### config.mk
export PLATFORM = sky130hd
export DESIGN_NAME = gpio_port_int_flat
export DESIGN_NICKNAME = d
export VERILOG_FILES = /design/src/rtl/gpio_port_int_if.sv /design/src/rtl/gpio_port_int.sv /design/src/flat_wrapper.sv
export SDC_FILE = /design/constraint.sdc
export NUM_CORES = 1
export LEC_CHECK = 0
export ABC_CLOCK_PERIOD_IN_PS = 1550
export BUFFER_PORTS_ARGS = -buffer_cell sky130_fd_sc_hd__clkbuf_2
export CAP_MARGIN = 0
export CORE_MARGIN = 1
export CORE_UTILIZATION = 47
export CTS_CLUSTER_SIZE = 40
export DETAILED_ROUTE_END_ITERATION = 10
export GPL_TIMING_DRIVEN = 0
export HOLD_SLACK_MARGIN = 0.05
export PLACE_DENSITY_LB_ADDON = 0.12
export RECOVER_POWER = 100
export SYNTH_ARGS = -nofsm -noshare
export SYNTH_HDL_FRONTEND = slang
export SYNTH_SLANG_ARGS = --single-unit
### constraint.sdc
create_clock -name MCLK -period 1.55 [get_ports MCLK]
set_input_delay 0 -clock MCLK [delete_from_list [all_inputs] [get_ports MCLK]]
set_output_delay 0 -clock MCLK [all_outputs]
set_load 0.1 [all_outputs]
### src/rtl/gpio_port_int_if.sv
// Register-bus side of the port interrupt block: PxIFG write/IV-read strobes and the
// flag, vector and request results that the CPU and bus read back.
interface gpio_port_int_if #(parameter int WIDTH = 8);
   // Strobes are single-cycle qualifiers sampled on the MCLK rising edge; the slave is
   // always ready, so there is no backpressure and every asserted strobe takes effect.
   logic             ifg_we;
   logic [WIDTH-1:0] ifg_wdata;
   logic             iv_rd;
   logic [WIDTH-1:0] PxIFG;
   logic [15:0]      PxIV;
   logic             IRQ;

   modport master (output ifg_we, ifg_wdata, iv_rd, input PxIFG, PxIV, IRQ);
   modport slave  (input ifg_we, ifg_wdata, iv_rd, output PxIFG, PxIV, IRQ);
endinterface

### src/rtl/gpio_port_int.sv
// GPIO port input synchroniser, edge detector, PxIFG flags and PxIV priority vector.
// Optional glitch filter between sync2 and the edge logic: define PORT_INT_FILTER_EN.
module gpio_port_int #(
   parameter int WIDTH      = 8,
   parameter int FILTER_LEN = 3
) (
   input  logic             MCLK,
   input  logic             RST_n,
   input  logic [WIDTH-1:0] PxIN,
   input  logic [WIDTH-1:0] PxIES,
   input  logic [WIDTH-1:0] PxIE,
   gpio_port_int_if.slave   bus
);

   if (WIDTH < 1 || WIDTH > 8 || FILTER_LEN < 2 || FILTER_LEN > 15) begin : g_bad_params
      $error("gpio_port_int: WIDTH must be 1..8 and FILTER_LEN 2..15");
   end

   logic [WIDTH-1:0] sync1, sync2, prev, ifg, ifg_next;
   logic [WIDTH-1:0] cur, rise, fall, edge_hit, qual, sel;
   logic [15:0]      iv;
   logic             det_en;

`ifdef PORT_INT_FILTER_EN
   localparam int WARM_MAX = FILTER_LEN + 3;
   localparam int CW       = $clog2(FILTER_LEN + 1);

   logic [4:0]       warm;
   logic [WIDTH-1:0] filt;
   logic [CW-1:0]    stab [WIDTH];

   // A new level is accepted only after FILTER_LEN consecutive edges away from filt.
   always_ff @(posedge MCLK) begin
      if (!RST_n) begin
         warm <= '0;
         filt <= '0;
         for (int i = 0; i < WIDTH; i++) stab[i] <= '0;
      end else begin
         if (warm != 5'(WARM_MAX)) warm <= warm + 5'd1;
         for (int i = 0; i < WIDTH; i++) begin
            if (sync2[i] != filt[i]) begin
               if (stab[i] == CW'(FILTER_LEN - 1)) begin
                  filt[i] <= sync2[i];
                  stab[i] <= '0;
               end else begin
                  stab[i] <= stab[i] + 1'b1;
               end
            end else begin
               stab[i] <= '0;
            end
         end
      end
   end

   assign cur    = filt;
   assign det_en = (warm == 5'(WARM_MAX));
`else
   logic [1:0] warm;

   always_ff @(posedge MCLK) begin
      if (!RST_n)              warm <= '0;
      else if (warm != 2'd3)   warm <= warm + 2'd1;
   end

   assign cur    = sync2;
   assign det_en = (warm == 2'd3);
`endif

   always_ff @(posedge MCLK) begin
      if (!RST_n) begin
         sync1 <= '0;
         sync2 <= '0;
         prev  <= '0;
         ifg   <= '0;
      end else begin
         sync1 <= PxIN;
         sync2 <= sync1;
         prev  <= cur;
         ifg   <= ifg_next;
      end
   end

   assign rise     = cur & ~prev;
   assign fall     = ~cur & prev;
   assign edge_hit = det_en ? ((PxIES & fall) | (~PxIES & rise)) : '0;
   assign qual     = ifg & PxIE;

   // Scanning from the top down leaves the lowest qualifying bit as the winner.
   always_comb begin
      iv  = '0;
      sel = '0;
      for (int i = WIDTH - 1; i >= 0; i--) begin
         if (qual[i]) begin
            iv  = 16'(2 * (i + 1));
            sel = WIDTH'(1) << i;
         end
      end
   end

   always_comb begin
      ifg_next = ifg;
      for (int i = 0; i < WIDTH; i++) begin
         if (edge_hit[i])                ifg_next[i] = 1'b1;
         else if (bus.ifg_we)            ifg_next[i] = bus.ifg_wdata[i];
         else if (bus.iv_rd && sel[i])   ifg_next[i] = 1'b0;
      end
   end

   assign bus.PxIFG = ifg;
   assign bus.PxIV  = iv;
   assign bus.IRQ   = |qual;

endmodule

### src/flat_wrapper.sv
// flat-port wrapper written by rule: the top's interface ports become plain ports
module gpio_port_int_flat 
#(
   parameter int WIDTH      = 8,
   parameter int FILTER_LEN = 3
)
  (MCLK, RST_n, PxIN, PxIES, PxIE, bus_ifg_we, bus_ifg_wdata, bus_iv_rd, bus_PxIFG, bus_PxIV, bus_IRQ);
  gpio_port_int_if #(.WIDTH(WIDTH)) bus_i ();
  input  logic MCLK;
  input  logic RST_n;
  input  logic [WIDTH-1:0] PxIN;
  input  logic [WIDTH-1:0] PxIES;
  input  logic [WIDTH-1:0] PxIE;
  input wire logic [$bits(bus_i.ifg_we)-1:0] bus_ifg_we;
  input wire logic [$bits(bus_i.ifg_wdata)-1:0] bus_ifg_wdata;
  input wire logic [$bits(bus_i.iv_rd)-1:0] bus_iv_rd;
  output wire logic [$bits(bus_i.PxIFG)-1:0] bus_PxIFG;
  output wire logic [$bits(bus_i.PxIV)-1:0] bus_PxIV;
  output wire logic [$bits(bus_i.IRQ)-1:0] bus_IRQ;
  assign bus_i.ifg_we = bus_ifg_we;
  assign bus_i.ifg_wdata = bus_ifg_wdata;
  assign bus_i.iv_rd = bus_iv_rd;
  assign bus_PxIFG = bus_i.PxIFG;
  assign bus_PxIV = bus_i.PxIV;
  assign bus_IRQ = bus_i.IRQ;
  gpio_port_int #(.WIDTH(WIDTH), .FILTER_LEN(FILTER_LEN)) u_core (.MCLK(MCLK), .RST_n(RST_n), .PxIN(PxIN), .PxIES(PxIES), .PxIE(PxIE), .bus(bus_i));
endmodule
==> results.py, run 1 <==
metrics = {
    "critical_path": {
        "crit_buf_inv": 1,
        "crit_start": "u_core.bus.PxIFG[3]$_SDFFE_PN0P_",
        "cp_top_family": "simple AND/OR/NAND/NOR gates",
        "setup.worst_path.start_class": "register",
        "worstPathCellList": "a22oi_2 -> nand4_1 -> nand2b_4 -> clkbuf_16",
        "arrival_ns": 1.61,
        "regToRegSetupSlack_ns": 0.18,
        "crit_path_end_kind": "output pin",
        "cp_slowest_cell": "dfxtp_4",
        "critPathMaxStageDelay_ns": 0.36,
        "crit_type": "register to output pin",
        "cp_max_fo": 4,
        "r2r_start": "u_core.bus.PxIFG[2]$_SDFFE_PN0P_",
        "crit_required_ns": 1.55,
    },
    "timing": {
        "fin_crit_ns": 1.61,
        "worstMarginPinSlew_ns": 0.560,
        "finClkSkew_ns": 0.0127,
        "maxSlewHeadroom": 0.628,
        "max_freq_mhz": 622,
        "holdWs_ns": 0.0736,
        "fin_setup_tns_ns": -0.127,
        "hold_viol": 0,
        "setup_viol": 3,
        "finalWorstSetupSlack_ns": -0.0570,
        "finalCritPeriodShare": 1.04,
        "rsz0062_at_grt": "true",
        "finalMaxSlewViolations": 0,
    },
    "hold_path": {
        "hp-class": "input pin to register",
        "hold_start": "PxIE[4]",
    },
    "global_route": {
        "antenna_found_initial": 0,
        "gr-total-overflow": 0,
        "grt_max_degree": 11,
        "grt_pass1_wl_um": 5970,
        "grt_pass1_vias": 1414,
        "grt_use_total": 0.236,
    },
    "yosys": {
        "synth_seq_cells": 34,
        "synth_edf_count": 0,
        "synth_area_per_cell_um2": 9.39,
        "synth_flop_cell": "dfxtp_1",
        "synthDistinctLibCells": 36,
        "synth_area_um2": 1500,
        "yosys_warnings": 0,
        "syn_inst": 160,
        "ys_seq_area_frac": 0.453,
        "async_flop_share": 0,
    },
    "power_and_ir_drop": {
        "p_leak_nw": 1.03,
        "vdd_drop_max_mv": 0.601,
        "p_sw_mw": 0.770,
        "combPwrFrac": 0.332,
        "internal_power_mw": 1.38,
        "swShare": 0.358,
        "clock_power_share": 0.225,
        "powerDensity_nw_per_um2": 930,
        "seqPwrFrac": 0.443,
        "total_power_mw": 2.15,
    },
    "flow_run": {
        "cap_violations": 0,
    },
    "placed_design": {
        "gp_congestion": 0.870,
        "placed_area_um2": 1900,
        "post-place-ws_ns": -0.00617,
        "portBuffers": 48,
        "dpl.hpwl_um": 2320,
    },
    "run_status": {
        "violations": "negative setup slack",
        "status": "finished with violations",
    },
    "clock_tree": {
        "cts.htree.levels": 2,
        "clockBufferDepth": 2,
        "cts_tree": "done",
        "insertion_delay_ns": 0.33,
        "cts_buffers": 5,
        "clk_pin_slew_ns": 0.10,
        "cts_sinks": 34,
        "root_buffer": "clkbuf_4",
    },
    "route": {
        "vias_per_cell": 4.86,
        "drcViolationCount": 0,
        "wl_per_cell_um": 12.5,
        "drtAntennaViolNets": 0,
        "drt_iter0_drc": 54,
        "dr.pass1.iters": 4,
        "wirelength_um": 3730,
        "vias": 1454,
    },
    "cells_and_area": {
        "multiInputGateArea_um2": 788,
        "nFillCells": 238,
        "drive_above_1_share": 0.365,
        "nNetsFinal": 292,
        "fin_area_um2": 2310,
        "regArea_um2": 701,
        "antennaDiodeCount": 0,
        "area_growth_pct": 54.0,
    },
    "die": {
        "dieWidth_um": 58.5,
        "ios": 61,
        "start_util": 0.492,
        "die_y_um": 58.5,
        "core_um2": 3050,
        "rows": 20,
        "die_area_um2": 3430,
    },
}
[repair_timing]
action                                 in CTS  in global routing
endpoints found under the hold margin      16                  0
gates cloned                                0                  0
pin swaps                                   6                  5
setup endpoints to repair                   5                  5
resized for setup                          13                  6
hold buffers                               22                  0
setup buffers                               6                  2
[registers in the layout, summed over array words and instances, names as in the netlist]
name and flops:
u_core.bus.PxIFG 8, u_core.cur 8, u_core.prev 8, u_core.sync1 8
u_core.warm 2
[worst min-delay path, delay by kind of cell]
family / cells / cell delay (ns)
buf+inv: 1 / 0.12
compound gates: 2 / 0.26
[synth_stat cells, types with 2 or more instances]
cell | instances | area [um^2]
a21boi_1 | 5 | 37.5
a21oi_1 | 5 | 25.0
a222oi_1 | 2 | 20.0
a22oi_1 | 3 | 22.5
a311oi_1 | 3 | 26.3
and2_1 | 26 | 163
and3b_1 | 2 | 17.5
buf_2 | 2 | 10.0
buf_4 | 12 | 90.1
clkbuf_1 | 3 | 11.3
dfxtp_1 | 34 | 681
inv_1 | 4 | 15.0
nand2_1 | 15 | 56.3
nand2b_1 | 5 | 31.3
nand4_1 | 4 | 25.0
nand4b_1 | 3 | 26.3
nor2b_1 | 5 | 31.3
nor3b_1 | 2 | 15.0
o21a_1 | 2 | 15.0
o21ai_1 | 4 | 20.0
o22ai_1 | 3 | 18.8
o311ai_0 | 2 | 17.5
[cell type report]
| cell class | instances | area share |
|---|---|---|
| Sequential cell | 34 | 0.303 |
| Clock buffer | 7 | 0.0238 |
| Multi-Input combinational cell | 116 | 0.341 |
| Buffer | 17 | 0.0481 |
| Inverter | 4 | 0.00649 |
| Tap cell | 44 | 0.0238 |
| Timing Repair Buffer | 77 | 0.255 |
[logic make-up after synthesis]
| kind of cell | after synthesis | synth area share |
|---|---|---|
| adder cells (fa/ha/maj) | 1 | 0.00833 |
| AND/OR/NAND/NOR | 67 | 0.266 |
| buffers and inverters | 21 | 0.0841 |
| multiplexers | 1 | 0.00666 |
| XOR/XNOR | 1 | 0.00583 |
| AO/OA/AOI/OAI | 34 | 0.174 |
| flip-flops | 34 | 0.453 |
| other | 1 | 0.00250 |
[stage by stage]
stage | instances | utilization
floorplan | 171 | -
detailed placement | 263 | 0.622
finish | 299 | 0.758
global route | 299 | 0.758
CTS | 298 | 0.751
global placement | 263 | 0.622
[per-layer routing]
| layer | global-route usage | part of all wire |
|---|---|---|
| met1 | 0.249 | 0.41 |
| met2 | 0.435 | 0.51 |
| met3 | 0.0637 | 0.070 |
| met4 | 0.109 | 0.013 |
| met5 | 0 | 0 |
[power by group through the flow]
stage	sequential, mW	combinational (mW)	clock [mW]
after floorplan	1.05	0.403	0
after global placement	0.969	0.588	0
after detailed placement	0.973	0.596	0
after CTS	0.952	0.694	0.495
after global routing	0.960	0.749	0.552
final	0.954	0.714	0.484
[cell usage in the layout, fill, tap and decap left out, types with 3 or more instances in the layout]
master         count
buf_4             20
clkbuf_16          3
clkbuf_1           5
o22ai_1            3
a21oi_1            3
conb_1            12
dfxtp_1           26
dfxtp_2            4
and2_1            15
inv_1              4
a311oi_1           3
nor2b_1            5
clkbuf_2          42
o21ai_1            4
a21boi_1           5
and2_0            11
nand4b_1           3
clkbuf_4           5
nand4_1            4
dlygate4sd3_1     22
nand2_1           14
nand2b_1           4
dfxtp_4            4
[worst paths after layout]
path                                                    endpoint  cells after the start
worst min register to register          u_core.cur[7]$_SDFF_PN0_                      1
worst max register to register  u_core.bus.PxIFG[3]$_SDFFE_PN0P_                      5
worst max-delay path                                     bus_IRQ                      4
worst min-delay path            u_core.bus.PxIFG[4]$_SDFFE_PN0P_                      3
Power figures use the tool's default switching activity.
==> run 2: changes to the inputs <==
Settings changed: BUFFER_PORTS_ARGS -buffer_cell sky130_fd_sc_hd__clkbuf_2 to unset, CORE_UTILIZATION 47 to 60, DONT_BUFFER_PORTS set to 1.
==> run 2 against run 1 <==
Against the previous run: the run now fails in global routing (5_1_grt); area after synthesis did not move; synthesized cell count is the same.
==> results.py, run 2 <==
metrics = {
    "run_status": {
        "lastStage": "global routing (5_1_grt)",
        "status": "aborted with a tool error",
        "error": "[ERROR DPL-0033] detailed placement checks failed during check placement.",
    },
    "clock_tree": {
        "clockBufferDepth": 2,
        "cts_sinks": 34,
        "root_buffer": "clkbuf_4",
        "cts_buffers": 5,
        "cts.htree.levels": 2,
    },
    "placed_design": {
        "gp_congestion": 0.753,
        "dpl.hpwl_um": 2130,
        "portBuffers": 0,
        "post-place-ws_ns": -0.118,
    },
    "timing": {
        "worst_endpoint": "bus_PxIV[1]",
        "worst-endpoint-pin-kind": "primary output",
    },
    "yosys": {
        "yosys.area.top_type": "dfxtp_1",
        "synth_seq_cells": 34,
        "synth_area_leaders": "dfxtp_1 45%, and2_1 11%, buf_4 6.0%, nand2_1 3.7%, a21boi_1 2.5%",
        "synthDistinctLibCells": 36,
        "synth_area_um2": 1500,
        "syn_inst": 160,
        "synthMostInstantiatedCell": "dfxtp_1",
        "synth_top_area_frac": 0.453,
        "synth_edf_count": 0,
        "synth_flop_cell": "dfxtp_1",
        "synthTopCellsByCount": "34 x dfxtp_1, 26 x and2_1, 15 x nand2_1",
        "ys_seq_area_frac": 0.453,
        "yosys_warnings": 0,
        "synth_area_per_cell_um2": 9.39,
        "async_flop_share": 0,
    },
    "die": {
        "die_y_um": 52.0,
        "dieWidth_um": 52.0,
        "ios": 61,
        "rows": 17,
        "start_util": 0.660,
    },
    "global_route": {
        "grt_max_degree": 11,
        "antenna_found_initial": 0,
    },
}
## run 2: timing repair
| action | in CTS |
|---|---|
| endpoints found under the hold margin | 16 |
| hold buffers | 34 |
| pin swaps | 10 |
| gates resized for setup | 8 |
| buffers inserted | 6 |
| endpoints found under the setup margin | 7 |
## run 2: logic make-up after synthesis
| family | Yosys count | synth area share |
|---|---|---|
| and+or+nand+nor | 67 | 0.266 |
| AOI/OAI and AO/OA | 34 | 0.174 |
| DFF | 34 | 0.453 |
| buffers and inverters | 21 | 0.0841 |
| adders and majority gates | 1 | 0.00833 |
| other | 1 | 0.00250 |
| xor gates and xnor gates | 1 | 0.00583 |
| muxes | 1 | 0.00666 |
## run 2: metrics by stage
step / std cells / TNS, ns / cell area [um^2] / util
floorplan: 171 / 0 / 1600 / -
detailed placement: 199 / -0.298 / 1640 / 0.720
global placement: 199 / -0.216 / 1640 / 0.720
CTS: 247 / -1.33 / 2120 / 0.930
==> run 3: changes to the inputs <==
Settings changed: CORE_UTILIZATION 60 to 40, CTS_CLUSTER_SIZE 40 to unset, HOLD_SLACK_MARGIN 0.05 to unset, PLACE_DENSITY_LB_ADDON 0.12 to 0.15.
==> run 3 against run 2 <==
Against the previous run: the flow now finishes, with violations (negative setup slack).
==> results.py, run 3 (synthesis gave the netlist of run 1 again) <==
metrics = {
    "run_status": {
        "status": "finished with violations",
        "violations": "negative setup slack",
    },
    "global_route": {
        "grtUsageMet2": 0.333,
        "gr-total-overflow": 0,
        "globalRouteMet3Util": 0.0598,
        "grt_use_total": 0.200,
        "grt_util_met1": 0.229,
        "grt_max_degree": 12,
        "antenna_found_initial": 0,
        "grt_busiest_layer": "met2",
        "grt_pass1_vias": 1305,
        "grt_pass1_wl_um": 6110,
    },
    "cells_and_area": {
        "nFillCells": 292,
        "final_cells": 258,
        "final_util": 0.616,
        "layout_common_cells": "26 x dlygate4sd3_1, 26 x dfxtp_1, 18 x and2_1, 18 x buf_4, 13 x nand2_1",
        "nNetsFinal": 248,
        "area_growth_pct": 42.2,
        "fin_area_um2": 2140,
        "antennaDiodeCount": 0,
        "drive_above_1_share": 0.250,
    },
    "clock_tree": {
        "clockBufferDepth": 2,
        "clk_pin_slew_ns": 0.06,
        "cts_tree": "done",
        "cts_sinks": 34,
        "cts.htree.levels": 2,
        "insertion_delay_ns": 0.28,
        "cts_buffers": 5,
        "root_buffer": "clkbuf_8",
    },
    "timing": {
        "maxSlewHeadroom": 0.517,
        "fin_crit_ns": 1.94,
        "worstMarginPinSlew_ns": 0.722,
        "max_freq_mhz": 515,
        "rsz0062_at_grt": "true",
        "hold_viol": 0,
        "holdWs_ns": 0.00373,
        "setup_viol": 7,
        "finClkSkew_ns": 0.00496,
        "fin_setup_tns_ns": -1.52,
        "finalCritPeriodShare": 1.25,
        "finalMaxSlewViolations": 0,
        "finalWorstSetupSlack_ns": -0.390,
    },
    "critical_path": {
        "crit_path_end_kind": "output pin",
        "setup.worst_path.start_class": "register",
        "cp_max_fo": 4,
        "arrival_ns": 1.94,
        "crit_required_ns": 1.55,
        "crit_type": "register to output pin",
    },
    "placed_design": {
        "dpl.hpwl_um": 2280,
        "placed_area_um2": 1660,
        "post-place-ws_ns": -0.132,
        "dp_cells": 217,
        "portBuffers": 0,
        "gp_congestion": 0.807,
    },
    "die": {
        "core_um2": 3470,
        "ios": 61,
        "rows": 21,
        "start_util": 0.433,
        "dieWidth_um": 63.3,
        "die_y_um": 63.3,
        "die_area_um2": 4010,
    },
    "route": {
        "wirelength_um": 3660,
        "vias": 1293,
        "drt_iter0_drc": 156,
        "drcViolationCount": 0,
        "vias_per_cell": 5.01,
        "wl_per_cell_um": 14.2,
        "drtAntennaViolNets": 0,
        "dr.pass1.iters": 4,
    },
    "power_and_ir_drop": {
        "vdd_drop_max_mv": 0.560,
        "powerDensity_nw_per_um2": 1070,
        "total_power_mw": 2.29,
        "p_leak_nw": 0.861,
    },
    "flow_run": {
        "cap_violations": 0,
    },
    "hold_path": {
        "hp-class": "input pin to register",
    },
}
run 3: timing repair:
item,CTS,global route
pin swaps,9,8
hold buffers,26,0
resized for setup,8,6
buffers inserted,7,0
hold endpoints to repair,16,0
endpoints found under the setup margin,7,9
run 3: layout make-up:
class	instances	area [um^2]	share of cell area
Sequential cell	34	706	0.330
Clock buffer	7	97.6	0.0457
Clock inverter	1	6.26	0.00293
Inverter	4	15.0	0.00703
Timing Repair Buffer	33	317	0.148
Buffer	17	111	0.0521
Multi-Input combinational cell	116	827	0.387
Tap cell	46	57.6	0.0269
run 3: worst max-delay path: stages (launching register included):
cell,delay [ns]
dfxtp_4,0.57
nand3_4,0.12
a222oi_1,0.43
a311o_2,0.54
run 3: where the power goes:
group | total (mW) | internal [mW] | switching, mW
Sequential | 1.04 | 0.920 | 0.122
Combinational | 0.529 | 0.177 | 0.352
Clock | 0.722 | 0.415 | 0.307
run 3: per-layer routing:
layer / part of all wire / vias up
li1: - / 638
met1: 0.42 / 572
met2: 0.47 / 74
met3: 0.089 / 9
met4: 0.019 / 0
met5: 0 / -
run 3: final timing paths:
path                                    startpoint                               end  slack (ns)  depth (start not counted)
hold / removal                           bus_iv_rd  u_core.bus.PxIFG[3]$_SDFFE_PN0P_       0.004                          3
hold reg to reg         u_core.sync1[6]$_SDFF_PN0_          u_core.cur[6]$_SDFF_PN0_        0.43                          1
setup reg to reg  u_core.bus.PxIFG[3]$_SDFFE_PN0P_  u_core.bus.PxIFG[7]$_SDFFE_PN0P_       -0.02                          5
setup / recovery  u_core.bus.PxIFG[6]$_SDFFE_PN0P_                       bus_PxIV[1]       -0.39                          3
==> run 4: changes to the inputs <==
Settings changed: REMOVE_ABC_BUFFERS set to 1.
==> run 4 against run 3 <==
Against the previous run: the flow finishes with violations (negative hold slack, negative setup slack); fmax rose by 6.5%; worst setup slack improved by 0.12 ns; critical endpoint unchanged; first-iteration DRC count fell by 79%; clock power fell by 18%; via count fell by 5.1%; sequential power barely moved; worst hold slack got worse by 0.013 ns.
==> results.py, run 4 (synthesis gave the netlist of run 1 again) <==
metrics = {
    "run_status": {
        "status": "finished with violations",
        "violations": "negative hold slack, negative setup slack",
    },
    "global_route": {
        "grt_use_total": 0.178,
        "grt_pass1_wl_um": 5400,
        "grt_pass1_vias": 1182,
        "antenna_found_initial": 0,
        "gr-total-overflow": 0,
        "grt_max_degree": 35,
    },
    "power_and_ir_drop": {
        "combPwrFrac": 0.228,
        "clock_power_share": 0.280,
        "vdd_drop_max_mv": 0.616,
        "p_sw_mw": 0.743,
        "internal_power_mw": 1.37,
        "powerDensity_nw_per_um2": 1090,
        "seqPwrFrac": 0.492,
        "p_leak_nw": 0.726,
        "swShare": 0.351,
    },
    "route": {
        "drtAntennaViolNets": 0,
        "wirelength_um": 3290,
        "dr.pass1.iters": 5,
        "wl_per_cell_um": 13.9,
        "vias_per_cell": 5.18,
        "drcViolationCount": 0,
        "drt_iter0_drc": 33,
        "vias": 1227,
    },
    "clock_tree": {
        "clockBufferDepth": 2,
        "cts_tree": "done",
        "cts_buffers": 5,
        "root_buffer": "clkbuf_8",
        "clk_pin_slew_ns": 0.06,
        "insertion_delay_ns": 0.28,
        "cts_sinks": 34,
        "cts.htree.levels": 2,
    },
    "hold_path": {
        "hold_start": "bus_ifg_we",
        "hp-class": "input pin to register",
    },
    "cells_and_area": {
        "fin_area_um2": 1950,
        "antennaDiodeCount": 0,
        "layout_common_cells": "26 x dlygate4sd3_1, 26 x dfxtp_1, 15 x nand2_1, 15 x and2_1, 12 x conb_1",
        "area_growth_pct": 29.6,
        "drive_above_1_share": 0.162,
        "final_cells": 237,
        "nNetsFinal": 228,
    },
    "timing": {
        "finalMaxSlewViolations": 0,
        "maxSlewHeadroom": 0.352,
        "fin_setup_tns_ns": -1.29,
        "setup_viol": 7,
        "finalWorstSetupSlack_ns": -0.272,
        "worstMarginPinSlew_ns": 0.969,
        "rsz0062_at_grt": "true",
        "max_freq_mhz": 549,
        "holdWs_ns": -0.00942,
        "finClkSkew_ns": 0.00572,
        "finalCritPeriodShare": 1.18,
        "fin_crit_ns": 1.82,
        "hold_viol": 1,
    },
    "placed_design": {
        "post-place-ws_ns": -0.954,
        "placed_area_um2": 1500,
        "dp_cells": 200,
        "portBuffers": 0,
        "dpl.hpwl_um": 2040,
        "gp_congestion": 0.707,
    },
    "critical_path": {
        "crit_required_ns": 1.55,
        "crit_type": "register to output pin",
        "cp_max_fo": 4,
        "r2r_start": "u_core.bus.PxIFG[0]$_SDFFE_PN0P_",
        "setup.worst_path.start_class": "register",
        "arrival_ns": 1.82,
        "crit_path_end_kind": "output pin",
        "crit_start": "u_core.bus.PxIFG[6]$_SDFFE_PN0P_",
    },
    "die": {
        "core_um2": 3470,
        "start_util": 0.433,
        "die_area_um2": 4010,
        "ios": 61,
        "dieWidth_um": 63.3,
        "die_y_um": 63.3,
        "rows": 21,
    },
    "flow_run": {
        "cap_violations": 0,
    },
}
[run 4: metrics by stage]
stage	total power [mW]	hold WS, ns	utilization
after detailed placement	1.44	0.126	0.433
final	2.12	-0.00942	0.561
after floorplan	1.40	0.118	-
after global routing	2.22	0.000699	0.561
after CTS	2.14	0.000781	0.560
after global placement	1.42	0.122	0.430
[run 4: worst max-delay path, cell delays in order (launching register included)]
cell and delay (ns):
dfxtp_4 0.55, nand3_2 0.12, a222oi_1 0.33, a311o_2 0.53
[run 4: metal layers]
| metal | part of all wire | vias up | GRT usage | routed length (um) |
|---|---|---|---|---|
| li1 | - | 598 | - | - |
| met1 | 0.44 | 568 | 0.201 | 1430 |
| met2 | 0.47 | 59 | 0.289 | 1540 |
| met3 | 0.093 | 2 | 0.0924 | 305 |
| met4 | 0.0040 | 0 | 0.0597 | 13 |
| met5 | 0 | - | 0 | 0 |
[run 4: layout make-up]
type                       instances  area, um^2
timing repair buffer              30         292
sequential                        34         706
tap                               46        57.6
multi-input combinational        116         801
fill                             315        1520
inverter                           4        15.0
clock buffer                       7        76.3
[run 4: power by group through the flow]
stage	clock (mW)	combinational (mW)	sequential, mW
2_1_floorplan	0	0.349	1.05
3_3_place_gp	0	0.367	1.06
3_5_place_dp	0	0.376	1.06
4_1_cts	0.623	0.477	1.04
5_1_grt	0.664	0.506	1.05
6_report	0.593	0.482	1.04
[run 4: what timing repair did]
action                                  in CTS  in global routing
pin swaps                                    8                  8
endpoints found under the setup margin      13                  8
gates resized for setup                     25                  5
hold buffers                                26                  0
setup buffers                                4                  0
hold endpoints to repair                    34                  0
[run 4: final timing paths]
kind         slack [ns]  depth (start not counted)                          endpoint
min              -0.009                          3  u_core.bus.PxIFG[5]$_SDFFE_PN0P_
max reg2reg       -0.05                          4  u_core.bus.PxIFG[5]$_SDFFE_PN0P_
min reg2reg        0.43                          1          u_core.cur[3]$_SDFF_PN0_
max               -0.27                          3                       bus_PxIV[1]
